### config.mk
export PLATFORM = sky130hd
export DESIGN_NAME = stall_controller
export DESIGN_NICKNAME = d
export VERILOG_FILES = /design/src/rtl/core_pkg.sv /design/src/rtl/stall_req_channel.sv /design/src/rtl/stall_controller.sv
export SDC_FILE = /design/constraint.sdc
export NUM_CORES = 1
export LEC_CHECK = 0
export BUFFER_PORTS_ARGS = -buffer_cell sky130_fd_sc_hd__buf_2
export CAP_MARGIN = 40
export CORE_MARGIN = 4
export CORE_UTILIZATION = 50
export CTS_BUF_LIST = sky130_fd_sc_hd__clkbuf_16
export DETAILED_ROUTE_END_ITERATION = 10
export PLACE_DENSITY = 0.74
export RECOVER_POWER = 100
export SETUP_SLACK_MARGIN = 0.5
export SLEW_MARGIN = 20
export SYNTH_ARGS = -nofsm -noshare
export SYNTH_HDL_FRONTEND = slang
export SYNTH_SLANG_ARGS = --single-unit
export TNS_END_PERCENT = 100
### constraint.sdc
create_clock -name clk -period 1.9 [get_ports clk]
set_clock_uncertainty 0.15 [all_clocks]
set_input_delay 0.475 -clock clk [delete_from_list [all_inputs] [get_ports clk]]
set_output_delay 0.475 -clock clk [all_outputs]
set_load 0.02 [all_outputs]
### src/rtl/core_pkg.sv
// ============================================================================
// Module      : core_pkg
// Description : Shared CORE encodings: memory-channel states and phase indices.
// Revision    : 1.0 - initial release
// ============================================================================
`default_nettype none

package core_pkg;

  localparam logic [1:0] CH_IDLE = 2'd0;
  localparam logic [1:0] CH_REQ  = 2'd1;
  localparam logic [1:0] CH_DONE = 2'd2;
  localparam logic [1:0] CH_ERR  = 2'd3;

  localparam int PH_IDX_FETCH        = 0;
  localparam int PH_IDX_DECODE       = 1;
  localparam int PH_IDX_EXECUTE      = 2;
  localparam int PH_IDX_MEMORYACCESS = 3;
  localparam int PH_IDX_WRITEBACK    = 4;

  localparam logic [4:0] PH_FETCH        = 5'b00001;
  localparam logic [4:0] PH_DECODE       = 5'b00010;
  localparam logic [4:0] PH_EXECUTE      = 5'b00100;
  localparam logic [4:0] PH_MEMORYACCESS = 5'b01000;
  localparam logic [4:0] PH_WRITEBACK    = 5'b10000;

endpackage

`default_nettype wire

### src/rtl/stall_req_channel.sv
// ============================================================================
// Module      : stall_req_channel
// Description : One req/ack memory channel that stalls its phase until done.
// Revision    : 1.0 - initial release
// ============================================================================
`default_nettype none

module stall_req_channel
  import core_pkg::*;
#(
  parameter int TIMEOUT_CYCLES = 255,
  parameter int CNT_W          = 8
) (
  input  logic clk,
  input  logic rst,
  input  logic start,
  input  logic phase,
  input  logic ack,
  output logic req,
  output logic stall,
  output logic timeout
);

  localparam logic [CNT_W-1:0] C_CNT_LAST = CNT_W'(TIMEOUT_CYCLES - 1);

  logic [1:0]       r_state;
  logic [CNT_W-1:0] r_cnt;
  logic             r_req;
  logic             w_in_req;
  logic             w_start;
  logic             w_timeout;

  assign w_in_req  = (r_state == CH_REQ);
  assign w_start   = (r_state == CH_IDLE) & start;
  // ack on the last allowed cycle still completes the access
  assign w_timeout = w_in_req & phase & ~ack & (r_cnt == C_CNT_LAST);

  always_ff @(posedge clk or posedge rst) begin
    if (rst) begin
      r_state <= CH_IDLE;
      r_cnt   <= '0;
      r_req   <= 1'b0;
    end else begin
      case (r_state)
        CH_IDLE: begin
          if (start) begin
            r_state <= CH_REQ;
            r_cnt   <= '0;
            r_req   <= 1'b1;
          end
        end
        CH_REQ: begin
          if (!phase) begin
            r_state <= CH_IDLE;
            r_req   <= 1'b0;
          end else if (ack) begin
            r_state <= CH_DONE;
            r_req   <= 1'b0;
          end else if (r_cnt == C_CNT_LAST) begin
            r_state <= CH_ERR;
            r_req   <= 1'b0;
          end else begin
            r_cnt <= r_cnt + CNT_W'(1);
          end
        end
        CH_DONE, CH_ERR: begin
          if (!phase) r_state <= CH_IDLE;
        end
        default: begin
          r_state <= CH_IDLE;
          r_req   <= 1'b0;
        end
      endcase
    end
  end

  assign req     = r_req;
  assign stall   = ~rst & (w_start | (w_in_req & phase & ~ack & ~w_timeout));
  assign timeout = ~rst & w_timeout;

endmodule

`default_nettype wire

### src/rtl/stall_controller.sv
// ============================================================================
// Module      : stall_controller
// Description : Converts sequencer phases into memory handshakes and stalls.
// Revision    : 1.0 - initial release
// ============================================================================
`default_nettype none

module stall_controller
  import core_pkg::*;
#(
  parameter int TIMEOUT_CYCLES = 255,
  parameter int CNT_W          = 8
) (
  input  logic clk,
  input  logic rst,
  input  logic phase_fetch,
  input  logic phase_decode,
  input  logic phase_execute,
  input  logic phase_memoryaccess,
  input  logic phase_writeback,
  input  logic dmem_access,
  input  logic exec_busy,
  input  logic imem_ack,
  input  logic dmem_ack,
  input  logic error_clr,
  output logic imem_req,
  output logic dmem_req,
  output logic stall_fetch,
  output logic stall_decode,
  output logic stall_execute,
  output logic stall_memoryaccess,
  output logic stall_writeback,
  output logic bus_error
);

  logic r_fetch_d;
  logic r_mem_d;
  logic r_bus_error;
  logic w_fetch_entry;
  logic w_mem_entry;
  logic w_imem_timeout;
  logic w_dmem_timeout;
  logic w_unused;

  // decode and writeback never stall; their phase inputs are informational
  assign w_unused = &{1'b0, phase_decode, phase_writeback};

  always_ff @(posedge clk or posedge rst) begin
    if (rst) begin
      r_fetch_d <= 1'b0;
      r_mem_d   <= 1'b0;
    end else begin
      r_fetch_d <= phase_fetch;
      r_mem_d   <= phase_memoryaccess;
    end
  end

  assign w_fetch_entry = phase_fetch & ~r_fetch_d;
  assign w_mem_entry   = phase_memoryaccess & ~r_mem_d;

  stall_req_channel #(
    .TIMEOUT_CYCLES(TIMEOUT_CYCLES),
    .CNT_W         (CNT_W)
  ) u_imem (
    .clk    (clk),
    .rst    (rst),
    .start  (w_fetch_entry),
    .phase  (phase_fetch),
    .ack    (imem_ack),
    .req    (imem_req),
    .stall  (stall_fetch),
    .timeout(w_imem_timeout)
  );

  stall_req_channel #(
    .TIMEOUT_CYCLES(TIMEOUT_CYCLES),
    .CNT_W         (CNT_W)
  ) u_dmem (
    .clk    (clk),
    .rst    (rst),
    .start  (w_mem_entry & dmem_access),
    .phase  (phase_memoryaccess),
    .ack    (dmem_ack),
    .req    (dmem_req),
    .stall  (stall_memoryaccess),
    .timeout(w_dmem_timeout)
  );

  // a fresh timeout outranks a simultaneous clear
  always_ff @(posedge clk or posedge rst) begin
    if (rst) begin
      r_bus_error <= 1'b0;
    end else if (w_imem_timeout | w_dmem_timeout) begin
      r_bus_error <= 1'b1;
    end else if (error_clr) begin
      r_bus_error <= 1'b0;
    end
  end

  assign bus_error       = r_bus_error;
  assign stall_execute   = ~rst & phase_execute & exec_busy;
  assign stall_decode    = 1'b0;
  assign stall_writeback = 1'b0;

endmodule

`default_nettype wire

Word-level counts from Yosys, hierarchy flattened
Cells that the tools add are included.
{ "op_classes": {"n_addsub": 2, "n_eq_ne": 20, "n_mux": 34, "bitwise_logic": 29, "n_reduce_logical": 13} }
{ "op_table": {"columns": ["operator", "count"], "rows": [
  ["$mux W8", 8],
  ["$pmux W8 S2", 2],
  ["$mux W2", 10],
  ["$and A1 B1 Y1", 19],
  ["$add A8 B1 Y8 const B", 2],
  ["$eq A8 B8 Y1 const B", 2],
  ["$ne A2 B2 Y1 const B", 8],
  ["$pmux W2 S3", 2],
  ["$reduce_and A3 Y1", 4],
  ["$mux W1", 10],
  ["$reduce_and A5 Y1", 2],
  ["$eq A2 B2 Y1 const B", 4],
  ["$ne A4 B4 Y1 const B", 2],
  ["$not A1 Y1", 7],
  ["$reduce_bool A2 Y1", 3],
  ["$eq A2 B1 Y1 const B", 2],
  ["$logic_not A2 Y1", 2],
  ["$ne A2 B1 Y1 const B", 2],
  ["$pmux W1 S2", 2],
  ["$reduce_or A2 Y1", 2],
  ["$or A1 B1 Y1", 3]
]} }
{ "totals": {"reg_bits": 25, "input_bits": 12, "output_inout_bits": 8} }

Longest topological paths before layout
Gate-level depths: netlist of run 1.
{ "logic_depth": {"ltp_word": 8, "mapped_depth": 6, "depth_no_buf": 6} }

Hierarchy
Synthesis of run 1 repeated with hierarchy kept, for this count alone.
{ "unflattened": {"hier_cells": 146, "hier_area_um2": 1391.3} }
{ "by_module_without_submodules": {"columns": ["module", "instances", "cells_each", "area_each_um2"], "rows": [
  ["stall_req_channel", 2, 66, 630.6],
  ["stall_controller", 1, 14, 130.1]
]} }

Worst setup path after synthesis of run 1
OpenSTA, ideal clock, no wires.
{ "synth_timing": {"kind": "in2out", "startpoint": "input port dmem_ack", "endpoint": "output port stall_memoryaccess", "t_arrival_ns": 1.434, "required_ns": 1.275, "slack_ns": -0.159, "cell_stages": 4, "n_path_buf": 0, "path_cell_list": "and4bb_4 o21ai_1 and2_1 nor2_1"} }
{ "synth_via": {"elab_chain_cells": 7} }
{ "synth_lines": {"columns": ["element", "line", "source"], "rows": [
  ["start, declared", "stall_controller.sv:24", "input logic dmem_ack,"],
  ["$not A1 Y1 *", "stall_req_channel.sv:36, stall_req_channel.sv:78", null],
  ["$and A1 B1 Y1 *", "stall_req_channel.sv:36, stall_req_channel.sv:78", null],
  ["$and A1 B1 Y1", "stall_req_channel.sv:36", "assign w_timeout = w_in_req & phase & ~ack & (r_cnt == C_CNT_LAST);"],
  ["$not A1 Y1", "stall_req_channel.sv:78", "assign stall = ~rst & (w_start | (w_in_req & phase & ~ack & ~w_timeout));"],
  ["$and A1 B1 Y1 *", "stall_req_channel.sv:78", null],
  ["$or A1 B1 Y1 *", "stall_req_channel.sv:78", null],
  ["$and A1 B1 Y1 *", "stall_req_channel.sv:78", null],
  ["end, declared", "stall_controller.sv:31", "output logic stall_memoryaccess,"]
]} }
Every way passes the cells marked *; elsewhere a longest branch is shown, timed or not.

Worst setup path in the final report of run 1
{ "layout_timing": {"startpoint": "register u_imem.r_cnt[0]", "endpoint": "output port stall_fetch"} }
{ "layout_via": {"elab_chain_cells": 6} }
{ "layout_lines": {"columns": ["element", "line", "source"], "rows": [
  ["start, declared", "stall_req_channel.sv:27", "logic [CNT_W-1:0] r_cnt;"],
  ["start signal, assigned", "stall_req_channel.sv:63", "r_cnt <= r_cnt + CNT_W'(1);"],
  ["$eq A8 B8 Y1", "stall_req_channel.sv:36", null],
  ["$and A1 B1 Y1", "stall_req_channel.sv:36", null],
  ["$not A1 Y1", "stall_req_channel.sv:78", null],
  ["$and A1 B1 Y1", "stall_req_channel.sv:78", null],
  ["$or A1 B1 Y1", "stall_req_channel.sv:78", null],
  ["$and A1 B1 Y1", "stall_req_channel.sv:78", null],
  ["end, declared", "stall_controller.sv:28", "output logic stall_fetch,"]
]} }
Every way passes these cells.

==> results.yml, run 1 <==
timing:
  fin_crit_ns: 2.168
  drv_slew: 0
  setup_ws_ns: -0.2678
  hold_viol: 0
  worstMarginPinSlew_ns: 0.9056
  fmax_ghz: 0.4613
  period_share_pct: 114.1
  slew_headroom_pct: 39.62
  grt_setup_unrepaired: "true"
  finalSetupViolCount: 7
pwr:
  peakVddDrop_mv: 0.7892
  p_per_area_nw_per_um2: 637.9
  p_leak_nw: 1.000
  power_mw: 1.423
placement:
  dpl.hpwl_um: 2430
  io_buffers: 15
  routabilityCongestion: 0.8575
  placed_cells: 195
clocking:
  clock-sinks: 25
  root_buffer: "clkbuf_16"
  insertion_delay_ns: 0.26
  cts_tree: "built"
  cts_buffers: 3
  clockBufferDepth: 2
  cts_htree_levels: 1
  clk_pin_slew_ns: 0.06
  cts_hold_buffers: 0
final_layout:
  layout.cells.most_common: "buf_4"
  syn2layout_area_growth_pct: 65.25
  fillCellCount: 117
  fin_cells: 226
  nets: 213
  final_cell_mix: "buf_4 (28), dfrtp_1 (21), buf_6 (21)"
  antenna_cells: 0
  drive_gt1_share_pct: 53.06
grt:
  grtUsageMet1_pct: 28.51
  met2_usage_pct: 47.22
  grtUsageMet3_pct: 3.024
  grt_overflow: 0
  grt_pass1_wl_um: 6651
  grt_max_degree: 17
  antenna_found_initial: 0
  grt_usage_pct: 25.46
  grt_pass1_vias: 1359
  grt-busiest-layer: "met2"
logic_synthesis:
  yosys.area.top_type: "dfrtp_1"
  synth_edf_count: 0
  ys_types: 45
  synth-seq-area-share_pct: 46.34
  dominantRegCellSynth: "dfrtp_1"
  syn_inst: 130
  avgSynthCellArea_um2: 10.38
  yosys_warnings: 0
  synth.area.top_cells: "dfrtp_1 (46%), ha_1 (3.7%), a21oi_1 (2.6%), xor2_1 (2.6%), o21ai_0 (2.2%)"
  yosys_register_bits: 25
  synth_async_sr_flop_share_pct: 100.0
  synth_top_area_share_pct: 46.34
  syn-cell-area_um2: 1350
run_status:
  violations: "setup timing"
  status: "finished with violations"
flow_run:
  drv_cap: 0
worst_setup_path:
  r2r_start: "u_imem.r_cnt[0]"
  critical_path.startpoint: "u_imem.r_cnt[0]"
  critPathArrivalTime_ns: 1.54
  required_ns: 1.27
  end_kind: "output port"
  crit_type: "flip-flop to output port"
  crit_fanout: 2
  worstSetupStartpointType: "flip-flop"
routing:
  wirelength_um: 4708
  vias: 1374
  drtPass1Iterations: 4
  drc_errors: 0
  wl_per_cell_um: 20.83
  drtIter0Drc: 124
  via_per_inst: 6.080
  ant_nets: 0
die:
  start_util_pct: 53.52
  rows: 18
  pin_count: 20
  die_w_um: 59.96
  die_h_um: 59.96
  dieArea_um2: 3595
  coreArea_um2: 2522
min_path:
  hold_start: "error_clr"
  worstHoldPathType: "input port to flip-flop"
==> cell usage after synthesis, types with 2 or more instances <==
| cell type | n |
|---|---|
| and2_1 | 4 |
| o21ai_1 | 2 |
| buf_4 | 2 |
| a21o_1 | 3 |
| nor2b_1 | 3 |
| o21a_1 | 3 |
| a21oi_1 | 7 |
| and3_1 | 4 |
| o211ai_1 | 2 |
| nand3_1 | 5 |
| o21ai_0 | 6 |
| ha_1 | 4 |
| xor2_1 | 4 |
| dfrtp_1 | 25 |
| a31oi_1 | 4 |
| inv_1 | 6 |
| nand2b_1 | 3 |
| or3_1 | 3 |
| nor2_1 | 8 |
| nand2_1 | 7 |
==> power breakdown <==
| group | leakage [nW] | internal, mW | switching, mW |
|---|---|---|---|
| registers | 0.328 | 0.568 | 0.0339 |
| logic | 0.630 | 0.189 | 0.161 |
| clock network | 0.0423 | 0.282 | 0.189 |
| total | 1.00 | 1.04 | 0.384 |
==> critical path, stage by stage (launching register included) <==
cell and delay (ns):
dfrtp_1 0.40, inv_1 0.07, ha_2 0.19, nand3_4 0.08, o21ai_4 0.19, nand2b_4 0.08
and2_4 0.15, buf_6 0.12
==> logic make-up after synthesis <==
logic type                 count (synthesis)  synth area share (%)
AOI/OAI and AO/OA                         37                 19.18
xor gates and xnor gates                   4                 2.595
adders and majority gates                  4                 3.707
buffers and inverters                      8                 2.780
DFF                                       25                 46.34
muxes                                      2                 1.576
other                                      1                0.2778
and+or+nand+nor                           49                 23.54
==> flip-flops by register name, summed over array words and instances (netlist names) <==
register	count
r_mem_d	1
u_dmem.req	1
r_fetch_d	1
u_dmem.r_cnt	8
bus_error	1
u_imem.req	1
u_imem.r_cnt	8
u_imem.r_state	2
u_dmem.r_state	2
==> worst paths after layout <==
path | end | slack, ns | depth (start not counted)
min in group asynchronous | u_dmem.r_cnt[2] | 0.37 | 4
hold reg to reg | u_imem.r_cnt[6] | 0.40 | 1
setup reg to reg | u_imem.r_cnt[1] | -0.10 | 10
setup / recovery | stall_fetch | -0.27 | 7
max in group asynchronous | u_imem.r_state[1] | 0.56 | 3
hold / removal | bus_error | 0.30 | 2
==> through the flow <==
stage / setup TNS, ns / worst slack [ns] / util (%) / instance area, um2 / hold WS (ns)
2_1_floorplan: 0 / 0.07083 / - / 1450 / 0.2179
3_3_place_gp: -0.1313 / -0.06581 / 67.61 / 1705 / 0.3082
3_5_place_dp: -0.1831 / -0.09473 / 67.61 / 1705 / 0.3113
4_1_cts: -0.3942 / -0.1979 / 81.20 / 2048 / 0.08714
5_1_grt: -1.254 / -0.3089 / 88.44 / 2231 / 0.2956
6_report: -0.7208 / -0.2678 / 88.44 / 2231 / 0.3031
==> routing by layer <==
metal  part of all wire, %  vias up
met3                   3.0       24
li1                      -      608
met2                    53       49
met4                   4.9        0
met1                    39      693
met5                     0        -
==> cell type report <==
type / count / area [um2] / share of cell area (%)
timing repair buffer: 63 / 539.3 / 24.17
multi-input combinational: 98 / 920.9 / 41.28
inverter: 6 / 23.77 / 1.066
sequential: 25 / 630.6 / 28.27
clock buffer: 3 / 75.07 / 3.365
tap: 30 / 37.54 / 1.683
clock inverter: 1 / 3.754 / 0.1683
==> what timing repair did <==
action | CTS | global route
gates resized for setup | 39 | 23
setup buffers | 13 | 14
pin swaps | 14 | 20
endpoints found under the setup margin | 27 | 27
No activity file was read; power rests on OpenSTA's default activity.
==> run 2, diff against run 1 <==
--- a/config.mk
+++ b/config.mk
@@ -5,13 +5,15 @@
 export SDC_FILE = /design/constraint.sdc
 export NUM_CORES = 1
 export LEC_CHECK = 0
+export ABC_AREA = 1
 export BUFFER_PORTS_ARGS = -buffer_cell sky130_fd_sc_hd__buf_2
 export CAP_MARGIN = 40
 export CORE_MARGIN = 4
-export CORE_UTILIZATION = 50
+export CORE_UTILIZATION = 51
 export CTS_BUF_LIST = sky130_fd_sc_hd__clkbuf_16
 export DETAILED_ROUTE_END_ITERATION = 10
-export PLACE_DENSITY = 0.74
+export GPL_TIMING_DRIVEN = 0
+export PLACE_DENSITY = 0.75
 export RECOVER_POWER = 100
 export SETUP_SLACK_MARGIN = 0.5
 export SLEW_MARGIN = 20
==> results.yml, run 2 <==
pwr:
  p_leak_nw: 1.142
  p_per_area_nw_per_um2: 1216
  power_mw: 2.898
  peakVddDrop_mv: 1.121
grt:
  grt_usage_pct: 19.62
  grt_pass1_vias: 1360
  grt_overflow: 0
  grtUsageMet1_pct: 24.92
  grt_max_degree: 27
  met2_usage_pct: 33.42
  grt-busiest-layer: "met2"
  grt_pass1_wl_um: 6203
  grtUsageMet3_pct: 3.237
  antenna_found_initial: 0
worst_setup_path:
  critPathArrivalTime_ns: 1.68
  required_ns: 1.27
  slowest_stage: "dfrtp_1"
  cp_slowest_stage_delay_ns: 0.41
  r2r_start: "u_dmem.r_cnt[0]"
  path_cells: "inv_2 -> ha_4 -> inv_2 -> nor2_4 -> nand2_4 -> a21oi_4 -> buf_6 -> nor2_4 -> buf_6"
  crit_fanout: 3
  r2r-end: "u_dmem.r_cnt[2]"
  crit_type: "flip-flop to output port"
  critical_path.startpoint: "u_dmem.r_cnt[0]"
  reg2reg_setup_slack_ns: -0.35
  end_kind: "output port"
  worstSetupStartpointType: "flip-flop"
  r2r_cells: 16
timing:
  drv_slew: 0
  setup_tns_ns: -1.721
  worstMarginPinSlew_ns: 0.5692
  grt_setup_unrepaired: "true"
  setup_ws_ns: -0.4090
  fin_crit_ns: 2.309
  finalSetupViolCount: 5
  period_share_pct: 121.5
  hold_viol: 0
  fmax_ghz: 0.4331
  slew_headroom_pct: 61.97
die:
  start_util_pct: 54.50
  die_w_um: 62.76
  coreArea_um2: 2805
  dieArea_um2: 3938
  rows: 19
  die_h_um: 62.76
  pin_count: 20
final_layout:
  layout.cells.most_common: "nand2_1"
  nets: 286
  drive_gt1_share_pct: 43.87
  final_cell_area_um2: 2382
  syn2layout_area_growth_pct: 55.81
  fin_cells: 300
  final_cell_mix: "nand2_1 (52), dfrtp_1 (23), buf_4 (22)"
  largestRegisters: "u_dmem.r_cnt (8), u_imem.r_cnt (8)"
  antenna_cells: 0
logic_synthesis:
  synth_async_sr_flop_share_pct: 100.0
  yosysMostFrequentCell: "nand2_1"
  yosys_warnings: 0
  synth_top_area_share_pct: 40.92
  dominantRegCellSynth: "dfrtp_1"
  yosys_register_bits: 25
  synth_edf_count: 0
  syn-cell-area_um2: 1529
  yosys.area.top_type: "dfrtp_1"
  synth.area.top_cells: "dfrtp_1 (41%), nand2_1 (17%), inv_1 (6.9%), nor2_1 (6.9%), nand3_1 (5.6%)"
  ys_types: 24
  synth-seq-area-share_pct: 40.92
  syn_inst: 214
  avgSynthCellArea_um2: 7.145
  synthTopCellsByCount: "nand2_1 (71), inv_1 (28), nor2_1 (28)"
placement:
  placed_area_um2: 1673
  placed_cells: 261
  routabilityCongestion: 0.7924
  io_buffers: 15
  dpl.hpwl_um: 2057
routing:
  drc_errors: 0
  ant_nets: 0
  wl_per_cell_um: 19.14
  drtIter0Drc: 182
  drtPass1Iterations: 4
  wirelength_um: 5743
  via_per_inst: 5.827
  vias: 1748
clocking:
  cts_htree_levels: 1
  root_buffer: "clkbuf_16"
  cts_hold_buffers: 0
  clock-sinks: 25
  insertion_delay_ns: 0.27
  cts_buffers: 3
  clk_pin_slew_ns: 0.07
  cts_tree: "built"
  clockBufferDepth: 2
run_status:
  violations: "setup timing"
  status: "finished with violations"
min_path:
  worstHoldPathType: "input port to async pin"
flow_run:
  drv_cap: 0
run 2: changes by cell type after synthesis, moves of 4 or more:
cell     delta
nand3_1    +12
inv_1      +22
a21oi_1     -6
nand2_2     +7
nand2_1    +64
and2_1      -4
a31oi_1     -4
and3_1      -4
nor2_1     +20
o21ai_2     +5
run 2: final cells by class:
type                    count  area (um2)
multi-input cells         158        1028
repair buffers             50       456.7
fillers                   140       422.9
well taps                  31       38.79
plain buffers               4       41.29
inverters                  28       108.9
flip-flops and latches     25       628.1
clock inverters             1       5.005
clock buffers               3       75.07
run 2: worst max-delay path, delay by kind of cell (launching register included):
kind                       cells  cell delay, ns
AOI/OAI and AO/OA              1            0.19
adders and majority gates      1            0.14
buffers and inverters          4            0.42
DFF                            1            0.41
and+or+nand+nor                3            0.25
run 2: kinds of logic after synthesis:
kind of cell | count (synthesis) | synth area share, %
AO/OA/AOI/OAI | 20 | 9.247
XOR/XNOR | 1 | 0.5729
adder cells (fa/ha/maj) | 4 | 3.273
other | 1 | 0.2453
buffers and inverters | 32 | 9.329
flip-flops | 25 | 40.92
AND/OR/NAND/NOR | 131 | 36.42
run 2: metal layers:
metal  share of wire, %  wire (um)
met1                 40       2272
met2                 49       2786
met5                  0          0
met4                4.1        238
met3                7.8        446
run 2: where the power goes:
| part | internal, mW | switching, mW | total [mW] |
|---|---|---|---|
| sequential | 0.647 | 0.141 | 0.788 |
| clock | 0.285 | 0.221 | 0.506 |
| combinational | 0.743 | 0.861 | 1.60 |
run 2: worst max path at each step:
stage | slack [ns] | end | cells past startpoint
after global routing | -0.43 | stall_memoryaccess | 9
after detailed placement | -0.19 | stall_fetch | 9
after global placement | -0.18 | stall_fetch | 9
after floorplan | 0.05 | stall_fetch | 8
after CTS | -0.28 | stall_fetch | 9
final | -0.41 | stall_memoryaccess | 9
run 2: what timing repair did:
item	CTS	global route
pin swaps	7	21
resized for setup	40	69
cloned	1	1
setup endpoints to repair	29	29
buffers inserted	11	22
run 2: stage by stage:
| step | utilization (%) | setup WS (ns) | hold WS, ns |
|---|---|---|---|
| after CTS | 71.36 | -0.2786 | 0.1356 |
| final | 84.92 | -0.4090 | 0.1052 |
| after floorplan | - | 0.04811 | 0.2122 |
| after global routing | 84.92 | -0.4303 | 0.1551 |
| after global placement | 59.63 | -0.1787 | 0.3085 |
| after detailed placement | 59.63 | -0.1882 | 0.3085 |
